$ cat config.mk
export PLATFORM = sky130hd
export DESIGN_NAME = snn_multilayer_engine
export DESIGN_NICKNAME = d
export VERILOG_FILES = /design/src/rtl/snn_multilayer_engine.sv
export SDC_FILE = /design/constraint.sdc
export NUM_CORES = 1
export LEC_CHECK = 0
export CORE_MARGIN = 3
export CORE_UTILIZATION = 52
export DETAILED_ROUTE_END_ITERATION = 12
export HOLD_SLACK_MARGIN = 0.03
export PLACE_DENSITY = 0.74
export SYNTH_ARGS = -nofsm -noshare
export SYNTH_HDL_FRONTEND = slang
export SYNTH_SLANG_ARGS = --single-unit
$ cat constraint.sdc
create_clock -name clk -period 4 [get_ports clk]
set_input_delay 0.8 -clock clk [delete_from_list [all_inputs] [get_ports clk]]
set_output_delay 0.8 -clock clk [all_outputs]
set_load 0.01 [all_outputs]
$ cat src/rtl/snn_multilayer_engine.sv
// Two-layer threshold/shift spiking network engine with sequential weight fetch.
// Optional SNN_SAT_EN: additions and left shifts saturate instead of wrapping.
module snn_multilayer_engine #(
  parameter int unsigned N_IN   = 4,
  parameter int unsigned N_HID  = 2,
  parameter int unsigned ACC_W  = 8,
  parameter int unsigned ADDR_W = 4,
  parameter int unsigned W_BASE = 0,
  parameter int unsigned TH1    = 1,
  parameter int unsigned TH2    = 1
) (
  input  logic                clk,
  input  logic                rst_n,
  input  logic                start,
  input  logic [4*N_IN-1:0]   in_vec,
  output logic                w_req,
  output logic [ADDR_W-1:0]   w_addr,
  input  logic                w_valid,
  input  logic [7:0]          w_data,
  output logic                busy,
  output logic [N_HID-1:0]    hid_spike,
  output logic [ACC_W-1:0]    prediction,
  output logic                out_spike,
  output logic                done
);

  localparam int unsigned NW  = N_HID * (N_IN + 1);
  localparam int unsigned L1N = N_HID * N_IN;
  localparam int unsigned KW  = $clog2(NW + 1);
  localparam int unsigned HW  = (N_HID > 1) ? $clog2(N_HID) : 1;
  localparam int unsigned IW  = (N_IN > 1) ? $clog2(N_IN) : 1;

  localparam logic [ACC_W-1:0] Th1A = ACC_W'(TH1);
  localparam logic [ACC_W-1:0] Th2A = ACC_W'(TH2);

  typedef enum logic [2:0] {StIdle, StReq, StWait, StMacHi, StMacLo, StDone} state_e;

  state_e state_q, state_d;

  logic [4*N_IN-1:0] x_q, x_d;
  logic [7:0]        wdata_q, wdata_d;
  logic [KW-1:0]     k_q, k_d;
  logic [IW-1:0]     l1_i_q, l1_i_d;
  logic [HW-1:0]     l1_h_q, l1_h_d;
  logic [HW-1:0]     h2_q, h2_d;
  logic [ACC_W-1:0]  hid_sum_q [N_HID];
  logic [ACC_W-1:0]  hid_sum_d [N_HID];
  logic [ACC_W-1:0]  out_acc_q, out_acc_d;
  logic [N_HID-1:0]  hid_spike_q, hid_spike_d;
  logic [ACC_W-1:0]  prediction_q, prediction_d;
  logic              out_spike_q, out_spike_d;
  logic              done_q, done_d;

  // s >= 0 shifts left, s < 0 shifts right logically by -s (s = -8 clears 8-bit operands).
  function automatic logic [ACC_W-1:0] shift_op(input logic [ACC_W-1:0] op,
                                                input logic [3:0] s);
    logic [ACC_W-1:0] res;
    logic [3:0]       mag;
`ifdef SNN_SAT_EN
    logic [ACC_W+7:0] wide;
`endif
    mag = ~s + 4'd1;
    if (!s[3]) begin
`ifdef SNN_SAT_EN
      wide = {8'd0, op} << s[2:0];
      res  = (|wide[ACC_W+7:ACC_W]) ? '1 : wide[ACC_W-1:0];
`else
      res = op << s[2:0];
`endif
    end else begin
      res = op >> mag;
    end
    return res;
  endfunction

  function automatic logic [ACC_W-1:0] add_op(input logic [ACC_W-1:0] a,
                                              input logic [ACC_W-1:0] b);
    logic [ACC_W:0] sum;
    sum = {1'b0, a} + {1'b0, b};
`ifdef SNN_SAT_EN
    return sum[ACC_W] ? '1 : sum[ACC_W-1:0];
`else
    return sum[ACC_W-1:0];
`endif
  endfunction

  logic             k_last;
  logic             is_l1;
  logic [3:0]       nib;
  logic [ACC_W-1:0] x_op;
  logic [ACC_W-1:0] hid_sel;

  assign k_last  = (k_q == KW'(NW - 1));
  assign is_l1   = (k_q < KW'(L1N));
  assign nib     = (state_q == StMacHi) ? wdata_q[7:4] : wdata_q[3:0];
  assign x_op    = ACC_W'(x_q[{l1_i_q, 2'b00} +: 4]);
  assign hid_sel = hid_sum_q[h2_q];

  // State register
  always_ff @(posedge clk or posedge rst_n) begin
    if (rst_n) begin
      state_q <= StIdle;
    end else begin
      state_q <= state_d;
    end
  end

  // Next-state logic
  always_comb begin
    state_d = state_q;
    unique case (state_q)
      StIdle:  if (start) state_d = StReq;
      StReq:   state_d = StWait;
      StWait:  if (w_valid) state_d = StMacHi;
      StMacHi: state_d = k_last ? StDone : StMacLo;
      StMacLo: state_d = k_last ? StDone : StReq;
      StDone:  state_d = StIdle;
      default: state_d = StIdle;
    endcase
  end

  // FSM outputs
  always_comb begin
    w_req  = (state_q == StReq);
    w_addr = '0;
    if (w_req) begin
      w_addr = ADDR_W'(W_BASE) + ADDR_W'(k_q >> 1);
    end
    busy = (state_q != StIdle);
  end

  // Datapath next-state
  always_comb begin
    x_d          = x_q;
    wdata_d      = wdata_q;
    k_d          = k_q;
    l1_i_d       = l1_i_q;
    l1_h_d       = l1_h_q;
    h2_d         = h2_q;
    hid_sum_d    = hid_sum_q;
    out_acc_d    = out_acc_q;
    hid_spike_d  = hid_spike_q;
    prediction_d = prediction_q;
    out_spike_d  = out_spike_q;
    done_d       = 1'b0;
    case (state_q)
      StIdle: begin
        if (start) begin
          x_d       = in_vec;
          k_d       = '0;
          l1_i_d    = '0;
          l1_h_d    = '0;
          h2_d      = '0;
          hid_sum_d = '{default: '0};
          out_acc_d = '0;
        end
      end
      StWait: begin
        if (w_valid) wdata_d = w_data;
      end
      StMacHi, StMacLo: begin
        k_d = k_q + KW'(1);
        if (is_l1) begin
          hid_sum_d[l1_h_q] = add_op(hid_sum_q[l1_h_q], shift_op(x_op, nib));
          if (l1_i_q == IW'(N_IN - 1)) begin
            l1_i_d = '0;
            l1_h_d = l1_h_q + HW'(1);
          end else begin
            l1_i_d = l1_i_q + IW'(1);
          end
        end else begin
          // Only spiking hidden neurons contribute to the output neuron.
          if (hid_sel > Th1A) out_acc_d = add_op(out_acc_q, shift_op(hid_sel, nib));
          h2_d = h2_q + HW'(1);
        end
      end
      StDone: begin
        for (int h = 0; h < int'(N_HID); h++) hid_spike_d[h] = (hid_sum_q[h] > Th1A);
        prediction_d = out_acc_q;
        out_spike_d  = (out_acc_q > Th2A);
        done_d       = 1'b1;
      end
      default: ;
    endcase
  end

  always_ff @(posedge clk or posedge rst_n) begin
    if (rst_n) begin
      x_q          <= '0;
      wdata_q      <= '0;
      k_q          <= '0;
      l1_i_q       <= '0;
      l1_h_q       <= '0;
      h2_q         <= '0;
      hid_sum_q    <= '{default: '0};
      out_acc_q    <= '0;
      hid_spike_q  <= '0;
      prediction_q <= '0;
      out_spike_q  <= 1'b0;
      done_q       <= 1'b0;
    end else begin
      x_q          <= x_d;
      wdata_q      <= wdata_d;
      k_q          <= k_d;
      l1_i_q       <= l1_i_d;
      l1_h_q       <= l1_h_d;
      h2_q         <= h2_d;
      hid_sum_q    <= hid_sum_d;
      out_acc_q    <= out_acc_d;
      hid_spike_q  <= hid_spike_d;
      prediction_q <= prediction_d;
      out_spike_q  <= out_spike_d;
      done_q       <= done_d;
    end
  end

  assign hid_spike  = hid_spike_q;
  assign prediction = prediction_q;
  assign out_spike  = out_spike_q;
  assign done       = done_q;

endmodule

# Word level (Yosys, flattened, before mapping)
# Cells that the tools add are included.
# word_totals
ff_bits,71
word_cells,106
# op_classes
addsub,7
order_cmp,8
n_eq_ne,13
shift,5
n_mux,43
bitwise,3
n_reduce_logical,13
# op_table
operator,count
$mux W8,17
$gt A8 B1 Y1 const B,4
$mux W16,2
$pmux W16 S2,1
$add A8 B8 Y8,2
$bwmux W16,1
$pmux W8 S2,1
$shiftx A16 B5 Y4,1
$pmux W3 S5,1
$mux W3,4
$ne A2 B2 Y1 const B,6
$add A4 B1 Y4 const B,2
$demux W8 S1,1
$mux W4,2
$pmux W4 S2,1
$reduce_and A2 Y1,4
$reduce_and A4 Y1,2
$shl A4 B3 Y8,1
$shl A8 B3 Y8,1
$shr A4 B4 Y8,1
$shr A8 B4 Y8,1
$eq A3 B2 Y1 const B,2
$eq A3 B3 Y1 const B,2
$mux W1,6
other kinds (19),26

# Longest topological paths before layout
# Gate-level depths: netlist of run 1.
# depth
ltp_word,13
mapped_depth,21
ltp_nobuf,18

# Worst setup path after synthesis of run 1
# No wires, ideal clock.
# synth_path
kind,flip-flop to flip-flop
startpoint,register state_q[1]
endpoint,register hid_sum_q[7] in the netlist's numbering
arrival_time_ns,4.010
required_time_ns,3.876
setup_slack_ns,-0.134
stages_incl_launch_ff,21
path_buffers,4
period_less_slack_ns,4.134
path_cell_list,dfrtp_1 -> buf_4 -> and3b_1 -> buf_4 -> o22ai_4 -> inv_6 -> buf_2 -> ha_1 -> clkbuf_1 -> nand2_1 -> o21ai_0 -> nand2_1 -> o31ai_1 -> ha_1 -> a21o_1 -> a21oi_1 -> o21ai_0 -> o41ai_1 -> xnor2_1 -> and4b_1 -> a211o_1
# synth_between
elab_chain_len,12
# synth_rtl
item,line_no,rtl
from (decl),38,"state_e state_q, state_d;"
from (signal assigned),102,state_q <= StIdle;
from (signal assigned),104,state_q <= state_d;
$eq A3 B2 Y1,"95, 146",
$mux W4,95,assign nib = (state_q == StMacHi) ? wdata_q[7:4] : wdata_q[3:0];
$not A4 Y4,62,mag = ~s + 4'd1;
$add A4 B1 Y4,62,
$shr A4 B4 Y8,71,res = op >> mag;
$mux W8,63,if (!s[3]) begin
$mux W8,163,if (is_l1) begin
$mux W8,146,case (state_q)
$add A8 B8 Y8,79,"sum = {1'b0, a} + {1'b0, b};"
$bwmux W16,164,"hid_sum_d[l1_h_q] = add_op(hid_sum_q[l1_h_q], shift_op(x_op, nib));"
$mux W16,163,
$pmux W16 S2,146,
to (signal assigned),208,hid_sum_q <= hid_sum_d;
to (decl),46,logic [ACC_W-1:0] hid_sum_q [N_HID];
# Parallel ways exist; a longest one is shown, timed or not. The select of a mux whose other input is x is not followed.
# A chain may end at the register's enable or synchronous reset.

# Final worst setup path of run 1
# layout_path
startpoint,register state_q[2]
endpoint,register out_acc_q[7]
# layout_between
elab_chain_len,13
# layout_rtl
item,line_no,rtl
$eq A3 B2 Y1,"95, 146",
$mux W4,95,
$not A4 Y4,62,
$add A4 B1 Y4,62,
$shr A8 B4 Y8,71,
$mux W8,63,
$mux W8,173,"if (hid_sel > Th1A) out_acc_d = add_op(out_acc_q, shift_op(hid_sel, nib));"
$mux W8,163,
$mux W8,146,
$add A8 B8 Y8,79,
$mux W8,173,
$mux W8,163,
$pmux W8 S2,146,
to (signal assigned),209,out_acc_q <= out_acc_d;
to (decl),48,"logic [ACC_W-1:0] out_acc_q, out_acc_d;"
# Parallel ways exist; a longest one is shown, timed or not. The select of a mux whose other input is x is not followed.

==> flow_metrics.tcl, run 1 <==
set metrics [dict create \
    status "finished, final reports clean" \
    hold_end "x_q[5]" \
    r2r_start "state_q[2]" \
    peakVddDrop_mv 0.4544 \
    finalCritPeriodShare 0.9413 \
    grt_max_degree 52 \
    clkSinkCount 71 \
    io_buffers 44 \
    slew_viol_final 0 \
    fin_setup_tns_ns 0 \
    num_vias 4202 \
    clockRootBuffer "clkbuf_8" \
    drt_pass1_iterations 6 \
    drive_gt1_frac 0.1429 \
    pwr-share-comb 0.625 \
    startpoint_type "register" \
    wl_per_cell_um 17.89 \
    antenna_found_initial 0 \
    clock_power_share 0.129 \
    place_congestion 0.9768 \
    antenna_cells 0 \
    cellLeakagePower_nw 2.601 \
    drt-vias-per-instance 5.977 \
    insertion_delay_ns 0.37 \
    net-switching-power_mw 2.402 \
    ios 46 \
    synth_flop_cell "dfrtp_1" \
    grt_pass1_wl_um 20340 \
    maxSlewHeadroom 0.4228 \
    hp-start "x_q[5]" \
    timing.rr.end "out_acc_q[7]" \
    hold_buffers 0 \
    worst_pin_slew_ns 0.8627 \
    synth-seq-area-share 0.3739 \
    critPathKind "register to register" \
    max_freq_mhz 265.6 \
    r2r_slack_ns 0.23 \
    overflow 0 \
    drtAntennaViolNets 0 \
    dp_hpwl_um 9617 \
    hold_path.class "register to register" \
    clockBufferDepth 2 \
    syn-cell-area_um2 4752 \
    p_int_mw 2.710 \
    worstSetupStartpoint "state_q[2]" \
    numCtsBuffers 9 \
    swShare 0.4699 \
    power_density_nw_per_um2 905.4 \
    end_kind "register" \
    die-area_um2 10320 \
    die_w_um 101.6 \
    p_total_mw 5.112 \
    multi_input_area_um2 2820 \
    ys_seq_elements 71 \
    track_usage 0.2560 \
    period_minus_slack_ns 3.765 \
    grt_pass1_vias 3983 \
    final.setup_skew_ns 0.01518 \
    required_ns 4.28 \
    rows 34 \
    postSynthAreaPerCell_um2 8.866 \
    setup_viol 0 \
    path_clk_slew_ns 0.08 \
    r2r_cells 15 \
    totalWireLength_um 12580 \
    maxCapViolCount 0 \
    drc 0 \
    synth_fp_nets 584 \
    synth_cell_types 64 \
    synth_edf_count 0 \
    tritoncts "done" \
    min_path_cells 2 \
    arrival_ns 4.05 \
    rsz0062_at_grt "false" \
    drt_iter0_drc 326 \
    asyncSetResetFlopFracSynth 1.000 \
    crit_path_max_fanout 8 \
    core_area_um2 8806 \
    syn2layout_area_growth_pct 18.80 \
    initial_core_util 0.5396 \
    synthCells 536 \
    power.share.sequential 0.246 \
    synth_warnings 0 \
    fill_cells 723 \
    hold_violations 0 \
    die_h_um 101.6 \
    regArea_um2 1779 \
    nets 638 \
    htreeDepth 3 \
]
## how the worst max path moves through the flow
stage	end	slack, ns	depth (start not counted)
6_report	out_acc_q[7]	0.23	15
3_3_place_gp	hid_sum_q[7]	0.14	17
4_1_cts	hid_sum_q[7]	0.05	17
5_1_grt	out_acc_q[7]	0.02	16
2_1_floorplan	hid_sum_q[7]	0.02	20
3_5_place_dp	hid_sum_q[7]	0.004	17
## logic make-up after synthesis
| kind of cell | synth area share |
|---|---|
| AO/OA/AOI/OAI | 0.1751 |
| XOR/XNOR | 0.02738 |
| adder cells (fa/ha/maj) | 0.05582 |
| buffers and inverters | 0.04028 |
| flip-flops | 0.3739 |
| multiplexers | 0.1261 |
| other | 0.0007891 |
| AND/OR/NAND/NOR | 0.2006 |
## power by group through the flow
stage / clock [mW] / sequential, mW / combinational [mW]
after floorplan: 0 / 1.16 / 2.30
final: 0.660 / 1.26 / 3.19
after global routing: 0.700 / 1.31 / 3.46
after global placement: 0 / 1.25 / 3.09
after detailed placement: 0 / 1.27 / 3.11
after CTS: 0.670 / 1.26 / 3.13
## synthesized netlist by cell type, types with 3 or more instances
master,instances,area [um^2]
nand2_1,133,499.2
dfrtp_1,71,1777
o21ai_0,34,170.2
nor2_1,29,108.9
a21oi_1,22,110.1
mux2_2,22,247.7
mux2i_1,20,200.2
ha_1,18,225.2
clkbuf_1,15,56.30
inv_1,12,45.04
and2_1,11,68.82
nand3_1,9,45.04
a211oi_1,8,60.06
nor3_1,8,40.04
xnor2_1,8,70.07
a21o_1,6,45.04
a22o_1,6,52.55
a22oi_1,6,45.04
a31oi_1,5,31.28
buf_2,5,25.02
buf_4,5,37.54
mux4_2,5,112.6
xor2_1,5,43.79
o21ai_1,4,20.02
o22ai_1,4,25.02
o31ai_1,4,30.03
or4_1,4,30.03
a211o_1,3,26.28
and3_1,3,18.77
nand2b_1,3,18.77
nor4_1,3,18.77
o41ai_1,3,26.28
## routing by layer
layer,track usage,up-vias,wire [um]
li1,-,2019,-
met1,0.3639,1999,5785
met2,0.3949,163,5810
met3,0.04821,21,762
met4,0.08384,0,220
met5,0,-,0
## timing repair
action | 4_1_cts | 5_1_grt
gates resized for setup | 1 | 5
setup endpoints to repair | 1 | 4
pin swaps | 0 | 4
setup buffers | 0 | 0
endpoints found under the hold margin | 0 | 0
## cell usage in the layout, fill, tap and decap left out, types with 3 or more instances in the layout
master,count
clkdlybuf4s50_1,44
and2_1,11
nor2_1,29
ha_1,17
a31oi_1,5
mux2i_1,20
dfrtp_1,69
inv_1,11
o21ai_0,33
buf_4,25
a22o_1,6
a21o_1,6
or4_1,4
nand3_1,9
xnor2_1,8
clkbuf_8,9
nand2_1,133
nor4_1,3
o31ai_1,4
mux4_2,5
nor3_1,8
a21oi_1,21
nand2b_1,3
a211oi_1,8
and3_1,3
o22ai_1,4
o21ai_1,5
a22oi_1,6
a211o_1,3
mux2_2,22
xor2_1,5
## layout make-up
class | count | area share
timing repair buffer | 69 | 0.1113
clock buffer | 10 | 0.02261
sequential | 71 | 0.3152
clock inverter | 6 | 0.01662
multi-input combinational | 424 | 0.4996
tap | 108 | 0.02394
inverter | 15 | 0.01086
## worst max-delay path, stage by stage (launching register included)
cell	delay, ns
dfrtp_2	0.44
and3b_2	0.34
mux2i_2	0.32
buf_4	0.22
xnor2_4	0.12
buf_4	0.19
mux2_1	0.36
o21ai_1	0.14
ha_1	0.25
a21oi_1	0.20
o2111ai_1	0.20
a21o_1	0.22
a21o_1	0.18
and4_1	0.14
o21ai_1	0.16
mux2i_1	0.20
## per-stage QoR
step | cells | setup slack [ns] | hold slack, ns | area (um^2) | utilization
after floorplan | 536 | 0.01711 | 0.4403 | 4780 | -
after detailed placement | 687 | 0.004385 | 0.4623 | 5409 | 0.6142
after global placement | 687 | 0.1351 | 0.4529 | 5409 | 0.6142
after CTS | 703 | 0.04858 | 0.4806 | 5638 | 0.6402
after global routing | 703 | 0.02246 | 0.5049 | 5645 | 0.6411
final | 703 | 0.2347 | 0.4787 | 5645 | 0.6411
## flip-flops by register name, summed over array words and instances (netlist names)
register,count
done,1
h2_q,1
hid_spike,2
hid_sum_q,16
k_q,4
l1_h_q,1
l1_i_q,2
out_acc_q,8
out_spike,1
prediction,8
state_q,3
wdata_q,8
x_q,16
Power figures use the tool's default switching activity.
==> inputs of run 2 (changes only) <==
- CORE_UTILIZATION: 52 -> 65
- DONT_BUFFER_PORTS: default -> 1
- PLACE_DENSITY: 0.74 -> 0.78
- RECOVER_POWER: default -> 100
- clock period: 4 -> 4.7 ns (I/O delays scaled with it)
==> flow_metrics.tcl, run 2 (same netlist as run 1, synthesis figures left out) <==
set metrics [dict create \
    grt_pass1_wl_um 19810 \
    max_freq_mhz 230.9 \
    antenna_found_initial 0 \
    track_usage 0.2953 \
    insertion_delay_ns 0.35 \
    cellLeakagePower_nw 2.327 \
    end_kind "register" \
    drive_gt1_frac 0.1090 \
    drc 0 \
    hp-start "x_q[11]" \
    p_total_mw 3.995 \
    core_area_um2 6944 \
    arrival_ns 4.56 \
    drt_iter0_drc 269 \
    maxCapViolCount 2 \
    setup_viol 0 \
    fin_area_um2 4999 \
    die_w_um 91.51 \
    layout_setup_ws_ns 0.3697 \
    power_density_nw_per_um2 799.2 \
    clockBufferDepth 2 \
    cp_top_family "compound AO/OA/AOI/OAI gates" \
    min_path_cells 2 \
    hold_path.class "register to register" \
    io_buffers 0 \
    drt-vias-per-instance 6.420 \
    r2r_start "state_q[2]" \
    maxSlewHeadroom -0.07685 \
    path_clk_slew_ns 0.08 \
    nets 575 \
    die_h_um 91.51 \
    period_minus_slack_ns 4.330 \
    rows 30 \
    clockRootBuffer "clkbuf_8" \
    most-common-layout-cells "nand2_1, dfrtp_1, o21ai_0, nor2_1, a21oi_1" \
    crit_path_max_fanout 17 \
    final.setup_skew_ns 0.01152 \
    cp_cell_sequence "and3b_1 > o22ai_4 > inv_6 > ha_1 > xnor2_4 > nand2_1 > o21ai_0 > nand2_1 > o31ai_1 > ha_1 > a21o_1 > a21oi_1 > o21ai_0 > o41ai_1 > xnor2_1 > and4b_1 > a211o_1" \
    grt_max_degree 43 \
    hold_violations 0 \
    overflow 0 \
    dp_hpwl_um 8787 \
    required_ns 4.93 \
    timing.rr.end "hid_sum_q[7]" \
    numCtsBuffers 9 \
    critPathKind "register to register" \
    num_vias 4032 \
    placed_area_um2 4787 \
    rsz0062_at_grt "false" \
    slowest_delay_ns 0.53 \
    status "finished with violations" \
    slew_viol_final 74 \
    startpoint_type "register" \
    r2r_slack_ns 0.37 \
    hold_buffers 0 \
    initial_core_util 0.6843 \
    syn2layout_area_growth_pct 5.187 \
    htreeDepth 3 \
    peakVddDrop_mv 0.4372 \
    drtAntennaViolNets 0 \
    dp_slack_ns 0.2731 \
    ios 46 \
    die-area_um2 8373 \
    final_common_cell "nand2_1" \
    grt_pass1_vias 3972 \
    clkSinkCount 71 \
    drt_pass1_iterations 5 \
    finalCritPeriodShare 0.9214 \
    place_congestion 0.9113 \
    totalWireLength_um 11790 \
    violations "max-capacitance violations, max-slew violations" \
    antenna_cells 0 \
    wl_per_cell_um 18.77 \
    r2r_cells 17 \
    fin_setup_tns_ns 0 \
    hold_end "x_q[11]" \
    worst_pin_slew_ns 1.615 \
    crit_buf_inv 1 \
    tritoncts "done" \
    top_regs "hid_sum_q: 16 flops, x_q: 16 flops" \
    cp_slowest_cell "dfrtp_1" \
]
==> run 2: per-stage QoR <==
stage / std cells / hold WS [ns] / util
after floorplan: 536 / 0.4403 / -
after global placement: 612 / 0.4532 / 0.6894
after detailed placement: 612 / 0.4594 / 0.6894
after CTS: 628 / 0.4790 / 0.7193
after global routing: 628 / 0.5127 / 0.7198
final: 628 / 0.4751 / 0.7198
==> run 2: report_power, final <==
part,internal (mW),switching [mW],total (mW)
logic,0.922,1.43,2.35
registers,0.837,0.291,1.13
clock network,0.273,0.243,0.516
total,2.03,1.96,3.99
==> run 2: routing by layer <==
metal	vias to the layer above	GRT usage	part of all wire
li1	1898	-	-
met1	1948	0.4270	0.46
met2	159	0.4437	0.45
met3	27	0.06214	0.062
met4	0	0.09296	0.025
met5	-	0	0
==> run 2: area by class of cell <==
cell class                 count  area, um^2
fill                         549        1946
inverter                      15       61.31
multi-input combinational    424        2790
tap                           96       120.1
clock inverter                 5       56.30
timing repair buffer           6       41.29
sequential                    71        1778
clock buffer                  11       151.4
==> run 2: worst register-to-register path, cell delays in order (launching register included) <==
cell	delay [ns]
dfrtp_1	0.53
and3b_1	0.32
o22ai_4	0.24
inv_6	0.11
ha_1	0.32
xnor2_4	0.35
nand2_1	0.13
o21ai_0	0.10
nand2_1	0.06
o31ai_1	0.13
ha_1	0.32
a21o_1	0.18
a21oi_1	0.21
o21ai_0	0.17
o41ai_1	0.35
xnor2_1	0.19
and4b_1	0.24
a211o_1	0.27
==> run 2: worst max-delay path by stage <==
stage               start      endpoint  slack, ns  cells past startpoint
6_report       state_q[2]  hid_sum_q[7]       0.37                     17
2_1_floorplan  state_q[1]  hid_sum_q[7]       0.57                     20
3_5_place_dp   state_q[0]  hid_sum_q[7]       0.27                     17
4_1_cts        state_q[0]  hid_sum_q[7]       0.26                     17
5_1_grt        state_q[1]  hid_sum_q[7]       0.06                     16
3_3_place_gp   state_q[0]  hid_sum_q[7]       0.50                     17
==> run 2: what timing repair did <==
action / CTS / global route
resized for setup: 0 / 2
setup buffers: 0 / 0
setup endpoints to repair: 0 / 1
